--- config.mk ---
export PLATFORM = sky130hd
export DESIGN_NAME = ssc_clk_mon
export DESIGN_NICKNAME = d
export VERILOG_FILES = /design/src/rtl/ssc_pkg.sv /design/src/rtl/ssc_edge_sync.sv /design/src/rtl/ssc_clk_mon.sv
export SDC_FILE = /design/constraint.sdc
export NUM_CORES = 1
export LEC_CHECK = 0
export BUFFER_PORTS_ARGS = -buffer_cell sky130_fd_sc_hd__clkbuf_2
export CORE_ASPECT_RATIO = 0.75
export CORE_MARGIN = 2
export CORE_UTILIZATION = 55
export DETAILED_ROUTE_END_ITERATION = 10
export PLACE_DENSITY = 0.8
export SLEW_MARGIN = 10
export SYNTH_ARGS = -nofsm -noshare
export SYNTH_HDL_FRONTEND = slang
export SYNTH_SLANG_ARGS = --single-unit
--- constraint.sdc ---
create_clock -name clk_in -period 12 [get_ports clk_in]
set_clock_uncertainty 0.2 [all_clocks]
set_input_delay 2.4 -clock clk_in [delete_from_list [all_inputs] [get_ports clk_in]]
set_output_delay 2.4 -clock clk_in [all_outputs]
set_load 0.005 [all_outputs]
--- src/rtl/ssc_pkg.sv ---
// Shared types and constants for the spread-spectrum clock monitors.
package ssc_pkg;

  typedef enum logic [1:0] {
    IDLE    = 2'd0,
    SETTLE  = 2'd1,
    MEASURE = 2'd2,
    DONE    = 2'd3
  } ssc_mon_state_e;

  typedef enum logic [1:0] {
    NONE = 2'd0,
    UP   = 2'd1,
    DOWN = 2'd2
  } ssc_dir_e;

  localparam int unsigned SSC_SYNC_STAGES = 2;

endpackage

--- src/rtl/ssc_edge_sync.sv ---
// Synchronizes an asynchronous clock into clk_in and emits a one-cycle pulse per rising edge.
module ssc_edge_sync
  import ssc_pkg::*;
#(
  parameter int unsigned STAGES = SSC_SYNC_STAGES
) (
  input  logic clk_in,
  input  logic rst_n,
  input  logic async_in,
  output logic rise_pulse
);

  logic [STAGES-1:0] sync_q;
  logic              dly_q;

  always_ff @(posedge clk_in or negedge rst_n) begin
    if (!rst_n) begin
      sync_q <= '0;
      dly_q  <= 1'b0;
    end else begin
      sync_q <= {sync_q[STAGES-2:0], async_in};
      dly_q  <= sync_q[STAGES-1];
    end
  end

  assign rise_pulse = sync_q[STAGES-1] & ~dly_q;

endmodule

--- src/rtl/ssc_clk_mon.sv ---
// Windowed edge-count monitor for a spread-spectrum clock: min/max count, spread and turning points.
module ssc_clk_mon
  import ssc_pkg::*;
#(
  parameter int unsigned CNT_W  = 12,
  parameter int unsigned WIN_W  = 12,
  parameter int unsigned NWIN_W = 8
) (
  input  logic              clk_in,
  input  logic              rst_n,
  input  logic              mon_clk,
  input  logic              mon_start,
  input  logic              mon_abort,
  input  logic [WIN_W-1:0]  mon_win_len,
  input  logic [NWIN_W-1:0] mon_num_win,
  input  logic [CNT_W-1:0]  mon_spread_max,
  output logic              mon_busy,
  output logic              mon_done,
  output logic [CNT_W-1:0]  mon_cnt_min,
  output logic [CNT_W-1:0]  mon_cnt_max,
  output logic [CNT_W-1:0]  mon_spread,
  output logic [NWIN_W-1:0] mon_turns,
  output logic              mon_err,
  output logic [1:0]        mon_dbg_state
);

  ssc_mon_state_e    state_q, state_d;
  logic [WIN_W-1:0]  win_len_q, win_cnt_q;
  logic [NWIN_W-1:0] num_win_q, win_idx_q, turns_q;
  logic [CNT_W-1:0]  spread_max_q, edge_cnt_q;
  logic [CNT_W-1:0]  cnt_min_q, cnt_max_q, prev_q, spread_q;
  ssc_dir_e          dir_q, dir_new, dir_next;
  logic              err_q;

  logic              mon_edge;
  logic              busy, cfg_bad, start_ok, clr_res;
  logic              win_last, last_win, first_win, meas_end, turn_inc;
  logic [CNT_W-1:0]  cnt_now, min_new, max_new, spread_new;

  ssc_edge_sync #(.STAGES(SSC_SYNC_STAGES)) u_edge_sync (
    .clk_in     (clk_in),
    .rst_n      (rst_n),
    .async_in   (mon_clk),
    .rise_pulse (mon_edge)
  );

  assign busy      = (state_q == SETTLE) || (state_q == MEASURE);
  assign cfg_bad   = (mon_win_len == '0) || (mon_num_win == '0);
  assign start_ok  = (state_q == IDLE) && mon_start;
  assign clr_res   = start_ok || (busy && mon_abort);
  assign win_last  = (win_cnt_q == win_len_q - WIN_W'(1));
  assign last_win  = (win_idx_q == num_win_q - NWIN_W'(1));
  assign first_win = (win_idx_q == '0);
  assign meas_end  = (state_q == MEASURE) && win_last && !mon_abort;

  // Window count includes an edge landing on the window's last cycle.
  assign cnt_now = (mon_edge && (edge_cnt_q != '1)) ? edge_cnt_q + CNT_W'(1) : edge_cnt_q;

  always_comb begin
    min_new  = cnt_now;
    max_new  = cnt_now;
    dir_new  = NONE;
    dir_next = NONE;
    turn_inc = 1'b0;
    if (!first_win) begin
      min_new = (cnt_now < cnt_min_q) ? cnt_now : cnt_min_q;
      max_new = (cnt_now > cnt_max_q) ? cnt_now : cnt_max_q;
      if (cnt_now > prev_q)      dir_new = UP;
      else if (cnt_now < prev_q) dir_new = DOWN;
      turn_inc = (dir_new != NONE) && (dir_q != NONE) && (dir_new != dir_q);
      dir_next = (dir_new != NONE) ? dir_new : dir_q;
    end
  end

  assign spread_new = max_new - min_new;

  always_ff @(posedge clk_in or negedge rst_n) begin
    if (!rst_n) state_q <= IDLE;
    else        state_q <= state_d;
  end

  always_comb begin
    state_d = state_q;
    case (state_q)
      IDLE:    if (mon_start) state_d = cfg_bad ? DONE : SETTLE;
      SETTLE:  if (mon_abort) state_d = IDLE;
               else if (win_last) state_d = MEASURE;
      MEASURE: if (mon_abort) state_d = IDLE;
               else if (win_last && last_win) state_d = DONE;
      DONE:    state_d = IDLE;
      default: state_d = IDLE;
    endcase
  end

  always_ff @(posedge clk_in or negedge rst_n) begin
    if (!rst_n) begin
      win_len_q    <= '0;
      num_win_q    <= '0;
      spread_max_q <= '0;
      win_cnt_q    <= '0;
      edge_cnt_q   <= '0;
      win_idx_q    <= '0;
      cnt_min_q    <= '0;
      cnt_max_q    <= '0;
      prev_q       <= '0;
      spread_q     <= '0;
      turns_q      <= '0;
      dir_q        <= NONE;
      err_q        <= 1'b0;
    end else begin
      if (start_ok) begin
        win_len_q    <= mon_win_len;
        num_win_q    <= mon_num_win;
        spread_max_q <= mon_spread_max;
      end

      win_cnt_q  <= (busy && !win_last && !mon_abort) ? win_cnt_q + WIN_W'(1) : '0;
      edge_cnt_q <= ((state_q == MEASURE) && !win_last && !mon_abort) ? cnt_now : '0;

      if (clr_res) begin
        win_idx_q <= '0;
        cnt_min_q <= '0;
        cnt_max_q <= '0;
        prev_q    <= '0;
        spread_q  <= '0;
        turns_q   <= '0;
        dir_q     <= NONE;
        err_q     <= start_ok && cfg_bad;
      end else if (meas_end) begin
        win_idx_q <= win_idx_q + NWIN_W'(1);
        cnt_min_q <= min_new;
        cnt_max_q <= max_new;
        prev_q    <= cnt_now;
        dir_q     <= dir_next;
        if (turn_inc && (turns_q != '1)) turns_q <= turns_q + NWIN_W'(1);
        // Spread and limit check use the final window's min/max so they are valid in DONE.
        if (last_win) begin
          spread_q <= spread_new;
          err_q    <= (spread_new > spread_max_q);
        end
      end
    end
  end

  assign mon_busy      = busy;
  assign mon_done      = (state_q == DONE);
  assign mon_cnt_min   = cnt_min_q;
  assign mon_cnt_max   = cnt_max_q;
  assign mon_spread    = spread_q;
  assign mon_turns     = turns_q;
  assign mon_err       = err_q;
  assign mon_dbg_state = state_q;

endmodule

# Word level (Yosys, flattened, before mapping)
# Cells that the tools add are included.
# W data, S select, Z words.
# word_totals
regBits	128
latchBits	0
ramBits	0
rom_bits	0
input_bits	37
n_memories	0
# classes
addsub	7
multipliers	0
div_mod_pow	0
magnitude_cmp	5
n_eq_ne	11
shift	0
mux	39
n_bitwise	2
reduce_logical	33
# ops
cell	count
$mux W12	16
$mux W8	5
$gt A12 B12 Y1	3
$mux W2	13
$add A12 B1 Y12 const B	2
$lt A12 B12 Y1	2
$add A8 B1 Y8 const B	2
$logic_not A8 Y1	2
$logic_and A1 B1 Y1	14
$eq A12 B12 Y1	1
$logic_not A12 Y1	1
$ne A12 B12 Y1 const B	1
$sub A12 B1 Y12 const B	1
$sub A12 B12 Y12	1
$reduce_bool A2 Y1	5
$eq A8 B8 Y1	1
$ne A8 B8 Y1 const B	1
$pmux W2 S4	1
$sub A8 B1 Y8 const B	1
$reduce_and A2 Y1	3
$eq A2 B2 Y1 const B	2
$mux W1	4
$logic_or A1 B1 Y1	3
$ne A3 B2 Y1 const B	1
other kinds (10)	11

# Logic depth before layout (Yosys ltp)
# depth
word_depth	16
depth_mapped	34
ltp_nobuf	33

# Cells and area by module
# A second synthesis with hierarchy kept.
# hier_totals
hier_cells	907
area_unflattened_um2	8222.9
# modules_own_cells
mod	n_inst	cells_each	area_per_inst_um2	seq_area_each_um2
ssc_clk_mon	1	903	8134.1	3128.0
ssc_edge_sync	1	4	88.8	75.1

# Least setup slack after synthesis
# OpenSTA, ideal clock, no wires.
# synth_timing
path_kind	register to register
start	register edge_cnt_q[0]
end	register err_q (netlist: mon_err)
setup_ns	0.125
arrival_time_ns	6.892
required_ns	11.675
setup_slack_ns	4.783
stages_incl_launch_ff	32
path_cell_list	dfrtp_1 ha_1 nand2_1 nor2_1 a21boi_1 nand4_1 nor3_1 xor2_1 ha_1 nand4_1 a211oi_1 o2111ai_1 or3_1 a21oi_1 clkbuf_1 mux2_2 ha_1 fa_1 nor2b_1 o21ai_0 a21boi_0 o21ai_0 a21oi_1 or2_2 o211ai_1 ha_1 nand4_1 nor3_1 a2111oi_0 nor3_1 a311oi_1 nor2_1
# synth_between
elab_chain_len	11
elab_cells_between_ends	15
cone_classes	add/sub: 2; order compare: 3; eq/ne: 1; mux: 8; reduce/logical: 1
# synth_rtl
element	line_no	source
start: declaration	ssc_clk_mon.sv:30	logic [CNT_W-1:0] spread_max_q, edge_cnt_q;
start signal: assignment	ssc_clk_mon.sv:118	edge_cnt_q <= ((state_q == MEASURE) && !win_last && !mon_abort) ? cnt_now : '0;
branches (longest 2 deep; another with $add A12 B1 Y12)	-	
$mux W12 *	ssc_clk_mon.sv:57	assign cnt_now = (mon_edge && (edge_cnt_q != '1)) ? edge_cnt_q + CNT_W'(1) : edge_cnt_q;
$gt A12 B12 Y1 / $lt A12 B12 Y1 (equally long branches)	ssc_clk_mon.sv:67, ssc_clk_mon.sv:66	
$mux W12 (on tied branches)	ssc_clk_mon.sv:67, ssc_clk_mon.sv:66	
$mux W12	ssc_clk_mon.sv:65	if (!first_win) begin
$sub A12 B12 Y12 *	ssc_clk_mon.sv:75	assign spread_new = max_new - min_new;
$gt A12 B12 Y1 *	ssc_clk_mon.sv:139	err_q <= (spread_new > spread_max_q);
$mux W1 *	ssc_clk_mon.sv:137	if (last_win) begin
$mux W1 *	ssc_clk_mon.sv:129	end else if (meas_end) begin
$mux W1 *	ssc_clk_mon.sv:120	if (clr_res) begin
end signal: assignment	ssc_clk_mon.sv:128	err_q <= start_ok && cfg_bad;
end signal: assignment	ssc_clk_mon.sv:139	
end: declaration	ssc_clk_mon.sv:33	logic err_q;
# Every way passes the cells marked *. The select of a mux whose other input is x is not followed.
# A chain may end at the register's enable or synchronous reset.

# Worst setup path in the final report
# Ends and elaborated chain as after synthesis.

==> reports/metrics.yaml <==
synth_fp_nets: 964
numCtsBuffers: 17
gp_congestion: 0.895
drc_errors: 0
r2r_cells: 32
hpwlAfterDp_um: 14400
wirelength_um: 19800
die_w_um: 145
period_minus_slack_ns: 8.33
synth-seq-cells: 128
cp_slowest_cell: "nor2_1"
ys_seq_area_frac: 0.388
cts_buffer_depth: 2
internal_power_uw: 1020
finalHoldViolations: 0
period_share: 0.694
antenna_found_initial: 0
slew_headroom: 0.168
worst_ep_required_time_ns: 12.10
yosysMostFrequentCell: "dfrtp_1"
synthArstFlopShare: 1.00
power_frac_comb: 0.282
crit_type: "reg -> reg"
fin_setup_tns_ns: 0
cts_tree: "yes"
ant_nets: 0
p_per_area_nw_per_um2: 161
final_cells: 1155
rsz0062_at_grt: "no"
dp_cells: 1123
drt_iter0_drc: 419
ys_warn_count: 0
die-area_um2: 16000
grt_pass1_wl_um: 33100
start_util: 0.567
post_drt_wl_per_cell_um: 17.1
synth_common_cells: "dfrtp_1, nor2_1, ha_1"
root_buffer: "clkbuf_16"
power_switching_share: 0.329
synth_top_cell_by_area: "dfrtp_1"
power_frac_clock: 0.346
fillCellCount: 1164
outcome: "finished, final reports clean"
track_usage: 0.264
synth_top_cells_by_area: "dfrtp_1, ha_1, mux2i_1"
pre_cts_slack_ns: 3.97
min_path_cells: 0
fmax_mhz: 120
grt_pass1_vias: 6433
crit_path_start_kind: "flop"
vias_per_cell: 5.72
netlist.area_leader.share: 0.388
drive_gt1_frac: 0.184
place_area_um2: 8880
hold_class: "reg -> reg"
fin_total_pwr_uw: 1520
drt_pass1_iterations: 5
ir_drop_uv: 120
slew_viol_final: 0
cts_htree_levels: 4
fin_nets: 1050
syn_area_um2: 8260
vias: 6606
clk_latency_ns: 0.42
rows: 38
cts_hold_buffers: 0
area_delta_synth_final_pct: 14.8
power.share.sequential: 0.372
cts_sinks: 128
dieHeight_um: 110
power_switching_uw: 501
synth_top_flop_cell: "dfrtp_1"
worstPathArrival_ns: 8.43
worst-path-max-fanout: 17
ys_types: 64
p_leak_uw: 0.00438
design_area_um2: 9480
crit_path_end_kind: "flop"
diodes: 0
grt_start_max_net_pins: 85
post_cts_buffers: 0
cts_resized: 0
ios: 86
setup_violations: 0
cts.clk_slew.worst_paths_ns: 0.06
synth_edf_count: 0
syn_inst: 856
portBuffers: 85
tightest_slew_ns: 1.24
critPathMaxStageDelay_ns: 0.95
maxCapViolCount: 0
grt_overflow: 0
synth_area_per_cell_um2: 9.64
core_um2: 14500
fin_ws_ns: 3.67
registers in the layout (all words and copies together) (netlist names):
name                cells
dir_q                   2
edge_cnt_q             12
mon_cnt_max            12
mon_cnt_min            12
mon_dbg_state           2
mon_err                 1
mon_spread             12
mon_turns               8
num_win_q               8
prev_q                 12
spread_max_q           12
u_edge_sync.dly_q       1
u_edge_sync.sync_q      2
win_cnt_q              12
win_idx_q               8
win_len_q              12
per-stage QoR:
stage	utilization	hold slack, ns
3_5_place_dp	0.610	0.138
2_1_floorplan	-	0.131
6_report	0.651	0.149
3_3_place_gp	0.610	0.136
5_1_grt	0.651	0.181
4_1_cts	0.651	0.153
cell usage in the layout (no fill, tap or decap), types with 5 or more instances in the layout:
cell and n:
o21ai_0 27, inv_1 66, mux2i_1 49, o211ai_1 5, nand4_1 22, nor2_1 104, clkbuf_2 84, ha_1 70
clkbuf_16 17, xor2_1 25, nor4_1 9, buf_4 9, dfrtp_1 128, nor3_1 18, xnor2_1 39, nor2b_1 15
and2_1 9, or3_1 5, a21oi_1 40, a21o_1 10, nand3_1 19, and3_1 17, mux2_2 43, nand2b_1 5
nand2_1 40, and4_1 5
layer usage:
metal	GRT usage	vias up	wire, um
met3	0.0683	35	1360
met4	0.0812	0	352
li1	-	3175	-
met2	0.385	231	8230
met1	0.385	3165	9850
met5	0	-	0
power by group through the flow:
| stage | clock network, uW | logic (uW) | registers (uW) |
|---|---|---|---|
| 2_1_floorplan | 0 | 326 | 550 |
| 3_3_place_gp | 0 | 413 | 568 |
| 3_5_place_dp | 0 | 425 | 571 |
| 4_1_cts | 533 | 430 | 564 |
| 5_1_grt | 560 | 479 | 574 |
| 6_report | 526 | 430 | 566 |
worst max-delay path, delay by kind of cell, from the launching register on:
family | cells | cell delay (ns)
AO/OA/AOI/OAI | 13 | 2.92
AND/OR/NAND/NOR | 12 | 2.54
adder cells (fa/ha/maj) | 4 | 1.25
XOR/XNOR | 2 | 0.75
flip-flops | 1 | 0.47
buffers and inverters | 1 | 0.07
final timing paths:
| path | slack [ns] | start | end |
|---|---|---|---|
| worst max register to register | 3.67 | edge_cnt_q[0]$_DFF_PN0_ | mon_err$_DFFE_PN0P_ |
| worst max-delay path | 3.67 | edge_cnt_q[0]$_DFF_PN0_ | mon_err$_DFFE_PN0P_ |
| worst min register to register | 0.15 | u_edge_sync.sync_q[0]$_DFF_PN0_ | u_edge_sync.sync_q[1]$_DFF_PN0_ |
| worst min-delay path | 0.15 | u_edge_sync.sync_q[0]$_DFF_PN0_ | u_edge_sync.sync_q[1]$_DFF_PN0_ |
| max in group asynchronous | 8.42 | rst_n | u_edge_sync.sync_q[1]$_DFF_PN0_ |
| min in group asynchronous | 1.97 | rst_n | spread_max_q[5]$_DFFE_PN0P_ |
final cells by class:
class / instances / area, um^2 / share of cell area
inverters: 67 / 251 / 0.0265
clock inverters: 10 / 135 / 0.0143
repair buffers: 93 / 488 / 0.0515
flip-flops and latches: 128 / 3200 / 0.338
clock buffers: 22 / 464 / 0.0490
well taps: 200 / 250 / 0.0264
multi-input cells: 635 / 4690 / 0.494
cells by family after synthesis:
family | after synthesis | synth area share
buffers and inverters | 93 | 0.0453
AOI/OAI and AO/OA | 118 | 0.0928
DFF | 128 | 0.388
xor gates and xnor gates | 65 | 0.0706
and+or+nand+nor | 289 | 0.177
adders and majority gates | 71 | 0.109
muxes | 92 | 0.118
No activity file was read; power rests on OpenSTA's default activity.
